$ cat src/rtl/arm_pkg.sv
// Field layout, opcode and execute-command constants for the lab ARM encoding.
// Also holds the request payload struct that the encoder packs into a word.
package arm_pkg;

  localparam int unsigned INSTR_W   = 32;
  localparam int unsigned COND_W    = 4;
  localparam int unsigned EXE_W     = 4;
  localparam int unsigned OPC_W     = 4;
  localparam int unsigned MODE_W    = 2;
  localparam int unsigned REG_W     = 4;
  localparam int unsigned OPERAND_W = 24;
  localparam int unsigned OFFSET_W  = 12;

  localparam int unsigned COND_LSB = 28;
  localparam int unsigned MODE_LSB = 26;
  localparam int unsigned I_BIT    = 25;
  localparam int unsigned OPC_LSB  = 21;
  localparam int unsigned S_BIT    = 20;
  localparam int unsigned RN_LSB   = 16;
  localparam int unsigned RD_LSB   = 12;
  localparam int unsigned BR_LSB   = 24;

  localparam logic [EXE_W-1:0] EXE_MOV = 4'b0001;
  localparam logic [EXE_W-1:0] EXE_MVN = 4'b1001;
  localparam logic [EXE_W-1:0] EXE_ADD = 4'b0010;
  localparam logic [EXE_W-1:0] EXE_ADC = 4'b0011;
  localparam logic [EXE_W-1:0] EXE_SUB = 4'b0100;
  localparam logic [EXE_W-1:0] EXE_SBC = 4'b0101;
  localparam logic [EXE_W-1:0] EXE_AND = 4'b0110;
  localparam logic [EXE_W-1:0] EXE_ORR = 4'b0111;
  localparam logic [EXE_W-1:0] EXE_EOR = 4'b1000;

  localparam logic [OPC_W-1:0] OP_MOV = 4'b1101;
  localparam logic [OPC_W-1:0] OP_MVN = 4'b1111;
  localparam logic [OPC_W-1:0] OP_ADD = 4'b0100;
  localparam logic [OPC_W-1:0] OP_ADC = 4'b0101;
  localparam logic [OPC_W-1:0] OP_SUB = 4'b0010;
  localparam logic [OPC_W-1:0] OP_SBC = 4'b0110;
  localparam logic [OPC_W-1:0] OP_AND = 4'b0000;
  localparam logic [OPC_W-1:0] OP_ORR = 4'b1100;
  localparam logic [OPC_W-1:0] OP_EOR = 4'b0001;
  localparam logic [OPC_W-1:0] OP_CMP = 4'b1010;
  localparam logic [OPC_W-1:0] OP_TST = 4'b1000;

  localparam logic [MODE_W-1:0] MODE_DP  = 2'b00;
  localparam logic [MODE_W-1:0] MODE_MEM = 2'b01;
  localparam logic [MODE_W-1:0] MODE_BR  = 2'b10;

  typedef struct packed {
    logic [COND_W-1:0]    cond;
    logic [EXE_W-1:0]     exe_cmd;
    logic                 mem_read;
    logic                 mem_write;
    logic                 wb_en;
    logic                 branch;
    logic                 s;
    logic                 imm;
    logic [REG_W-1:0]     rn;
    logic [REG_W-1:0]     rd;
    logic [OPERAND_W-1:0] operand;
  } req_t;

endpackage

$ cat src/rtl/instr_encoder_if.sv
// Request and encoded-word stream signals between a producer, the encoder and a sink.
interface instr_encoder_if #(parameter int unsigned ADDR_WIDTH = 32);

  logic        in_valid;
  logic        in_ready;
  logic [3:0]  req_cond;
  logic [3:0]  req_exe_cmd;
  logic        req_mem_read;
  logic        req_mem_write;
  logic        req_wb_en;
  logic        req_branch;
  logic        req_s;
  logic        req_imm;
  logic [3:0]  req_rn;
  logic [3:0]  req_rd;
  logic [23:0] req_operand;

  logic                  out_valid;
  logic                  out_ready;
  logic [31:0]           out_instr;
  logic [ADDR_WIDTH-1:0] out_addr;

  modport master (
    output in_valid, req_cond, req_exe_cmd, req_mem_read, req_mem_write,
           req_wb_en, req_branch, req_s, req_imm, req_rn, req_rd, req_operand,
           out_ready,
    input  in_ready, out_valid, out_instr, out_addr
  );

  modport slave (
    input  in_valid, req_cond, req_exe_cmd, req_mem_read, req_mem_write,
           req_wb_en, req_branch, req_s, req_imm, req_rn, req_rd, req_operand,
           out_ready,
    output in_ready, out_valid, out_instr, out_addr
  );

endinterface

$ cat src/rtl/instr_encoder_pack.sv
// Combinational request-to-word mapping; flags which control combinations are legal.
module instr_pack
  import arm_pkg::*;
(
  input  req_t               req,
  output logic               legal_c,
  output logic [INSTR_W-1:0] word_c
);

  logic [3:0]        flags;
  logic              dp_ok;
  logic [OPC_W-1:0]  dp_opc;
  logic [OPC_W-1:0]  opcode;
  logic [MODE_W-1:0] mode;
  logic              ibit;
  logic              sbit;
  logic [REG_W-1:0]  rn;
  logic [REG_W-1:0]  rd;
  logic              is_branch;

  assign flags = {req.mem_read, req.mem_write, req.wb_en, req.branch};

  // Data-processing opcode lookup
  always_comb begin
    dp_ok  = 1'b1;
    dp_opc = OP_AND;
    case (req.exe_cmd)
      EXE_MOV: dp_opc = OP_MOV;
      EXE_MVN: dp_opc = OP_MVN;
      EXE_ADD: dp_opc = OP_ADD;
      EXE_ADC: dp_opc = OP_ADC;
      EXE_SUB: dp_opc = OP_SUB;
      EXE_SBC: dp_opc = OP_SBC;
      EXE_AND: dp_opc = OP_AND;
      EXE_ORR: dp_opc = OP_ORR;
      EXE_EOR: dp_opc = OP_EOR;
      default: dp_ok  = 1'b0;
    endcase
  end

  always_comb begin
    legal_c   = 1'b0;
    is_branch = 1'b0;
    opcode    = dp_opc;
    mode      = MODE_DP;
    ibit      = req.imm;
    sbit      = req.s;
    rn        = req.rn;
    rd        = req.rd;
    if (flags == 4'b0010 && dp_ok) begin
      legal_c = 1'b1;
      if (req.exe_cmd == EXE_MOV || req.exe_cmd == EXE_MVN) rn = '0;
    end else if (flags == 4'b0000 && (req.exe_cmd == EXE_SUB || req.exe_cmd == EXE_AND)) begin
      legal_c = 1'b1;
      opcode  = (req.exe_cmd == EXE_SUB) ? OP_CMP : OP_TST;
      sbit    = 1'b1;
      rd      = '0;
    end else if ((flags == 4'b1010 || flags == 4'b0100) && req.exe_cmd == EXE_ADD) begin
      // LDR sets S, STR clears it; both use an offset with I = 0
      legal_c = 1'b1;
      mode    = MODE_MEM;
      opcode  = OP_ADD;
      ibit    = 1'b0;
      sbit    = req.mem_read;
    end else if (flags == 4'b0001) begin
      legal_c   = 1'b1;
      is_branch = 1'b1;
    end

    if (is_branch) begin
      word_c = (INSTR_W'(req.cond) << COND_LSB)
             | (INSTR_W'({MODE_BR, 2'b10}) << BR_LSB)
             | INSTR_W'(req.operand);
    end else begin
      word_c = (INSTR_W'(req.cond) << COND_LSB)
             | (INSTR_W'(mode) << MODE_LSB)
             | (INSTR_W'(ibit) << I_BIT)
             | (INSTR_W'(opcode) << OPC_LSB)
             | (INSTR_W'(sbit) << S_BIT)
             | (INSTR_W'(rn) << RN_LSB)
             | (INSTR_W'(rd) << RD_LSB)
             | INSTR_W'(req.operand[OFFSET_W-1:0]);
    end
  end

endmodule

$ cat src/rtl/instr_encoder.sv
// Streams encoded instruction words with sequential byte addresses through an
// output register plus one-entry skid buffer; counts dropped illegal requests.
module instr_encoder
  import arm_pkg::*;
#(
  parameter int unsigned ADDR_WIDTH    = 32,
  parameter int unsigned ERR_CNT_WIDTH = 8
) (
  input  logic                     clk,
  input  logic                     rst,
  input  logic                     restart,
  input  logic                     clear_err,
  instr_encoder_if.slave           bus,
  output logic                     err,
  output logic [ERR_CNT_WIDTH-1:0] err_count
);

  localparam int unsigned WORD_BYTES = 4;

  req_t               req;
  logic               legal_c;
  logic [INSTR_W-1:0] word_c;

  logic                     out_valid_q, out_valid_n;
  logic [INSTR_W-1:0]       out_instr_q, out_instr_n;
  logic [ADDR_WIDTH-1:0]    addr_q, addr_n;
  logic                     skid_valid_q, skid_valid_n;
  logic [INSTR_W-1:0]       skid_instr_q, skid_instr_n;
  logic                     err_q, err_n;
  logic [ERR_CNT_WIDTH-1:0] cnt_q, cnt_n;

  logic accept_c;
  logic fire_c;
  logic illegal_c;

  always_comb begin
    req.cond      = bus.req_cond;
    req.exe_cmd   = bus.req_exe_cmd;
    req.mem_read  = bus.req_mem_read;
    req.mem_write = bus.req_mem_write;
    req.wb_en     = bus.req_wb_en;
    req.branch    = bus.req_branch;
    req.s         = bus.req_s;
    req.imm       = bus.req_imm;
    req.rn        = bus.req_rn;
    req.rd        = bus.req_rd;
    req.operand   = bus.req_operand;
  end

  instr_pack u_pack (
    .req     (req),
    .legal_c (legal_c),
    .word_c  (word_c)
  );

  assign accept_c  = bus.in_valid & ~skid_valid_q & ~restart;
  assign fire_c    = out_valid_q & bus.out_ready;
  assign illegal_c = accept_c & ~legal_c;

  // Output register / skid buffer / address counter next state
  always_comb begin
    out_valid_n  = out_valid_q;
    out_instr_n  = out_instr_q;
    addr_n       = addr_q;
    skid_valid_n = skid_valid_q;
    skid_instr_n = skid_instr_q;
    if (restart) begin
      out_valid_n  = 1'b0;
      out_instr_n  = '0;
      addr_n       = '0;
      skid_valid_n = 1'b0;
      skid_instr_n = '0;
    end else begin
      if (fire_c) addr_n = addr_q + ADDR_WIDTH'(WORD_BYTES);
      if (skid_valid_q) begin
        if (fire_c) begin
          out_instr_n  = skid_instr_q;
          skid_valid_n = 1'b0;
        end
      end else if (accept_c && legal_c) begin
        if (!out_valid_q || fire_c) begin
          out_valid_n = 1'b1;
          out_instr_n = word_c;
        end else begin
          skid_valid_n = 1'b1;
          skid_instr_n = word_c;
        end
      end else if (fire_c) begin
        out_valid_n = 1'b0;
      end
    end
  end

  // Sticky flag and saturating counter; a same-cycle illegal beats clear_err
  always_comb begin
    err_n = err_q;
    cnt_n = cnt_q;
    if (clear_err) begin
      err_n = illegal_c;
      cnt_n = illegal_c ? ERR_CNT_WIDTH'(1) : '0;
    end else if (illegal_c) begin
      err_n = 1'b1;
      if (!(&cnt_q)) cnt_n = cnt_q + ERR_CNT_WIDTH'(1);
    end
  end

  always_ff @(posedge clk) begin
    if (rst) begin
      out_valid_q  <= 1'b0;
      out_instr_q  <= '0;
      addr_q       <= '0;
      skid_valid_q <= 1'b0;
      skid_instr_q <= '0;
      err_q        <= 1'b0;
      cnt_q        <= '0;
    end else begin
      out_valid_q  <= out_valid_n;
      out_instr_q  <= out_instr_n;
      addr_q       <= addr_n;
      skid_valid_q <= skid_valid_n;
      skid_instr_q <= skid_instr_n;
      err_q        <= err_n;
      cnt_q        <= cnt_n;
    end
  end

  assign bus.in_ready  = ~skid_valid_q;
  assign bus.out_valid = out_valid_q;
  assign bus.out_instr = out_instr_q;
  assign bus.out_addr  = addr_q;
  assign err           = err_q;
  assign err_count     = cnt_q;

endmodule

$ cat src/flat_wrapper.sv
// flat-port wrapper written by rule: the top's interface ports become plain ports
module instr_encoder_flat import arm_pkg::*;
#(
  parameter int unsigned ADDR_WIDTH    = 32,
  parameter int unsigned ERR_CNT_WIDTH = 8
)
  (clk, rst, restart, clear_err, err, err_count, bus_in_valid, bus_req_cond, bus_req_exe_cmd, bus_req_mem_read, bus_req_mem_write, bus_req_wb_en, bus_req_branch, bus_req_s, bus_req_imm, bus_req_rn, bus_req_rd, bus_req_operand, bus_out_ready, bus_in_ready, bus_out_valid, bus_out_instr, bus_out_addr);
  instr_encoder_if #(.ADDR_WIDTH(ADDR_WIDTH)) bus_i ();
  input  logic clk;
  input  logic rst;
  input  logic restart;
  input  logic clear_err;
  output logic err;
  output logic [ERR_CNT_WIDTH-1:0] err_count;
  input wire logic [$bits(bus_i.in_valid)-1:0] bus_in_valid;
  input wire logic [$bits(bus_i.req_cond)-1:0] bus_req_cond;
  input wire logic [$bits(bus_i.req_exe_cmd)-1:0] bus_req_exe_cmd;
  input wire logic [$bits(bus_i.req_mem_read)-1:0] bus_req_mem_read;
  input wire logic [$bits(bus_i.req_mem_write)-1:0] bus_req_mem_write;
  input wire logic [$bits(bus_i.req_wb_en)-1:0] bus_req_wb_en;
  input wire logic [$bits(bus_i.req_branch)-1:0] bus_req_branch;
  input wire logic [$bits(bus_i.req_s)-1:0] bus_req_s;
  input wire logic [$bits(bus_i.req_imm)-1:0] bus_req_imm;
  input wire logic [$bits(bus_i.req_rn)-1:0] bus_req_rn;
  input wire logic [$bits(bus_i.req_rd)-1:0] bus_req_rd;
  input wire logic [$bits(bus_i.req_operand)-1:0] bus_req_operand;
  input wire logic [$bits(bus_i.out_ready)-1:0] bus_out_ready;
  output wire logic [$bits(bus_i.in_ready)-1:0] bus_in_ready;
  output wire logic [$bits(bus_i.out_valid)-1:0] bus_out_valid;
  output wire logic [$bits(bus_i.out_instr)-1:0] bus_out_instr;
  output wire logic [$bits(bus_i.out_addr)-1:0] bus_out_addr;
  assign bus_i.in_valid = bus_in_valid;
  assign bus_i.req_cond = bus_req_cond;
  assign bus_i.req_exe_cmd = bus_req_exe_cmd;
  assign bus_i.req_mem_read = bus_req_mem_read;
  assign bus_i.req_mem_write = bus_req_mem_write;
  assign bus_i.req_wb_en = bus_req_wb_en;
  assign bus_i.req_branch = bus_req_branch;
  assign bus_i.req_s = bus_req_s;
  assign bus_i.req_imm = bus_req_imm;
  assign bus_i.req_rn = bus_req_rn;
  assign bus_i.req_rd = bus_req_rd;
  assign bus_i.req_operand = bus_req_operand;
  assign bus_i.out_ready = bus_out_ready;
  assign bus_in_ready = bus_i.in_ready;
  assign bus_out_valid = bus_i.out_valid;
  assign bus_out_instr = bus_i.out_instr;
  assign bus_out_addr = bus_i.out_addr;
  instr_encoder #(.ADDR_WIDTH(ADDR_WIDTH), .ERR_CNT_WIDTH(ERR_CNT_WIDTH)) u_core (.clk(clk), .rst(rst), .restart(restart), .clear_err(clear_err), .bus(bus_i), .err(err), .err_count(err_count));
endmodule
$ cat config.mk
export PLATFORM = sky130hd
export DESIGN_NAME = instr_encoder_flat
export DESIGN_NICKNAME = d
export VERILOG_FILES = /design/src/rtl/arm_pkg.sv /design/src/rtl/instr_encoder_if.sv /design/src/rtl/instr_encoder_pack.sv /design/src/rtl/instr_encoder.sv /design/src/flat_wrapper.sv
export SDC_FILE = /design/constraint.sdc
export NUM_CORES = 1
export LEC_CHECK = 0
export CORE_MARGIN = 1.5
export CORE_UTILIZATION = 45
export CTS_BUF_LIST = sky130_fd_sc_hd__clkbuf_8 sky130_fd_sc_hd__clkbuf_16
export DETAILED_ROUTE_END_ITERATION = 12
export PLACE_DENSITY = 0.76
export SETUP_SLACK_MARGIN = 0.1
export SYNTH_ARGS = -nofsm -noshare
export SYNTH_HDL_FRONTEND = slang
export SYNTH_SLANG_ARGS = --single-unit
$ cat constraint.sdc
create_clock -name clk -period 2.65 [get_ports clk]
set_input_delay 0.53 -clock clk [delete_from_list [all_inputs] [get_ports clk]]
set_output_delay 0.53 -clock clk [all_outputs]
set_load 0.005 [all_outputs]
==> summary.txt <==
Status
  – Status: finished, final reports clean

Logic synthesis
  – Number of synthesis warnings: 0
  – Cell variety after synth: 63
  – Post-synth top cells: dfxtp_1, a21oi_1, nor2_1, nand3_1, clkbuf_1
  – Cells after synthesis: 593
  – Post-synth EDFFs: 0
  – Cell with the most instances after synthesis: dfxtp_1
  – Register area share after synthesis: 41.4%
  – Syn_area_per_cell: 8.56 µm²
  – Cell Area, Synth: 5070 µm²
  – Synth Flop Type: dfxtp_1
  – Async set-reset flop share out of synthesis: 0%
  – Top post-synthesis cells by area: dfxtp_1, a21oi_1, mux2i_1, a211oi_1, nand3_1
  – Post-synth top area share: 41.4%
  – Synth area leader: dfxtp_1
  – Synth Register Bits: 105

Cells and area
  – Post-route insts no fill: 867
  – Antenna diodes: 0
  – Fillers: 926
  – Final nets: 776
  – Layout cells sized above 1: 9.90%
  – Area Overhead vs Synth: 37.3%

Routing
  – DR pass1 iterations: 4
  – Via/cell ratio: 5.85
  – Routed wire length: 14.4 mm
  – # DRC: 0
  – Routed Antenna Nets: 0
  – Drt first-iter violations: 263
  – Routed vias: 5068
  – Drt wl/cell: 16.6 µm

Clock tree
  – # hold bufs at CTS: 0
  – Total CTS buffers: 9
  – CTS resizes: 0
  – Worst-path clk slew: 0.07 ns
  – CTS tree: done
  – H-tree Lvls: 3
  – TritonCTS Sinks: 105
  – CTS root buf: clkbuf_16
  – Worst-Skew Late Latency: 0.35 ns
  – Post-CTS Setup Bufs: 0
  – Clock Path Buffers: 2

Die
  – Die Span X: 109 µm
  – Chip height: 109 µm
  – Site row count: 38
  – Core ar.: 10900 µm²
  – # IOs: 127
  – Initial Utilization: 46.4%
  – Die area: 11900 µm²

Global routing
  – Largest net degree at the start of global routing: 39
  – First-pass GRT wire length: 23.0 mm
  – Total global routing overflow: 0
  – Number of global-route vias before repair: 4800
  – GRT Util Overall: 24.3%
  – Initial antenna violation count: 0

Critical path
  – CP max FO: 7
  – Slowest CP cell: clkdlybuf4s50_1
  – Critical path required time: 2.93 ns
  – Startpoint Class: input port
  – Critical-path cell list: clkdlybuf4s50_1 -> and3b_1 -> o211ai_2 -> nand4_2 -> or4_1 -> a21boi_1
  – Type of the worst setup path: in -> reg
  – WP data arrival: 2.66 ns
  – CP peak stage delay: 0.57 ns
  – Worst setup EP type: register

Timing
  – Final WS setup: 0.272 ns
  – Slew @ Worst Pin: 0.619 ns
  – Worst Clk Skew: 0.00936 ns
  – Final Setup Violations: 0
  – Tmin final: 2.38 ns
  – Fin. Hold Viols: 0
  – Pins Over Slew Limit: 0
  – RSZ-0062 raised after global routing: no
  – Rel. slew slack: 58.5%
  – Final worst-path cycle share: 89.7%
  – FMAX: 421 MHz

Place
  – Routability cong.: 0.829
  – Port Buffer Count: 124
  – Placed Cells: 851
  – Pre-CTS WS: -0.0884 ns
  – Post-DP HPWL: 10.1 mm

Hold path
  – Min-delay worst type: reg -> reg

Power and ir drop
  – Leakage power: 2.28 nW
  – PwrDens: 459 nW/µm²
  – Max VDD drop: 310 µV

Run
  – Max_cap viols: 0
-- final timing paths --
kind / slack, ns / startpoint / end / cells past startpoint
setup / recovery: 0.27 / bus_req_mem_write / u_core.err_count[4] / 6
hold reg to reg: 0.48 / u_core.skid_instr_q[4] / u_core.skid_instr_q[4] / 2
setup reg to reg: 0.73 / u_core.bus.out_addr[12] / u_core.bus.out_addr[31] / 5
hold / removal: 0.48 / u_core.skid_instr_q[4] / u_core.skid_instr_q[4] / 2
-- registers in the layout (all words and copies together) (netlist names) --
name,cells
u_core.bus.out_addr,30
u_core.bus.out_instr,32
u_core.bus.out_valid,1
u_core.err,1
u_core.err_count,8
u_core.skid_instr_q,32
u_core.skid_valid_q,1
-- kinds of logic after synthesis --
logic type	synth area share (%)
compound gates	23.1
buf+inv	5.01
fa+ha+maj	0.493
other cells	0.0739
xor+xnor	4.31
flops	41.4
simple gates	20.6
mux	4.96
-- layout make-up --
class / instances / area, µm² / area share [%]
multi-input cells: 429 / 2730 / 39.1
flip-flops and latches: 105 / 2100 / 30.2
well taps: 140 / 175 / 2.51
clock inverters: 6 / 51.3 / 0.736
clock buffers: 10 / 239 / 3.43
inverters: 11 / 41.3 / 0.593
repair buffers: 166 / 1630 / 23.4
-- worst max-delay path: cells and delay by family --
family,cells,cell delay [ns]
buffers and inverters,1,0.57
AO/OA/AOI/OAI,2,0.51
AND/OR/NAND/NOR,3,1.04
-- report_power, final --
group,leakage (nW),internal [mW],switching (mW)
Sequential,0.846,1.58,0.00484
Combinational,1.29,0.160,0.152
Clock,0.144,0.677,0.618
-- layer usage --
layer	GRT usage, %	part of all wire (%)	vias up	wire length [µm]
met1	31.3	44	2433	6300
met3	4.30	5.8	23	830
met5	0	0	-	0
li1	-	-	2440	-
met4	8.44	2.1	0	298
met2	40.7	48	172	6980
-- placed cells by master, fill, tap and decap left out, types with 5 or more instances in the layout --
cell,Yosys,routed
o21ai_0,16,16
nor2_1,44,44
mux2i_1,24,24
and4_1,8,8
a22oi_1,8,8
a21oi_1,65,65
nand3_1,33,33
clkdlybuf4s50_1,0,124
or3_1,10,10
xor2_1,7,7
o31ai_1,7,7
dfxtp_1,105,105
nand2_1,31,31
clkbuf_16,0,9
a211oi_1,31,31
inv_1,10,11
xnor2_1,18,18
nor3_1,12,12
o21ai_1,20,20
nand4_1,9,9
nor4_1,11,11
o211ai_1,5,5
buf_4,4,36
buf_12,0,6
and2_1,9,9
nor2b_1,6,5
-- stage by stage --
| stage | setup TNS, ns | hold slack [ns] | instance area (µm²) | power [mW] | util, % |
|---|---|---|---|---|---|
| finish | 0 | 0.479 | 6970 | 3.19 | 63.7 |
| global route | 0 | 0.499 | 6970 | 3.32 | 63.7 |
| floorplan | 0 | 0.436 | 5080 | 1.76 | - |
| CTS | 0 | 0.478 | 6970 | 3.21 | 63.7 |
| detailed placement | -1.54 | 0.468 | 6680 | 1.93 | 61.0 |
| global placement | -0.316 | 0.449 | 6680 | 1.93 | 61.0 |
Power figures use the tool's default switching activity.
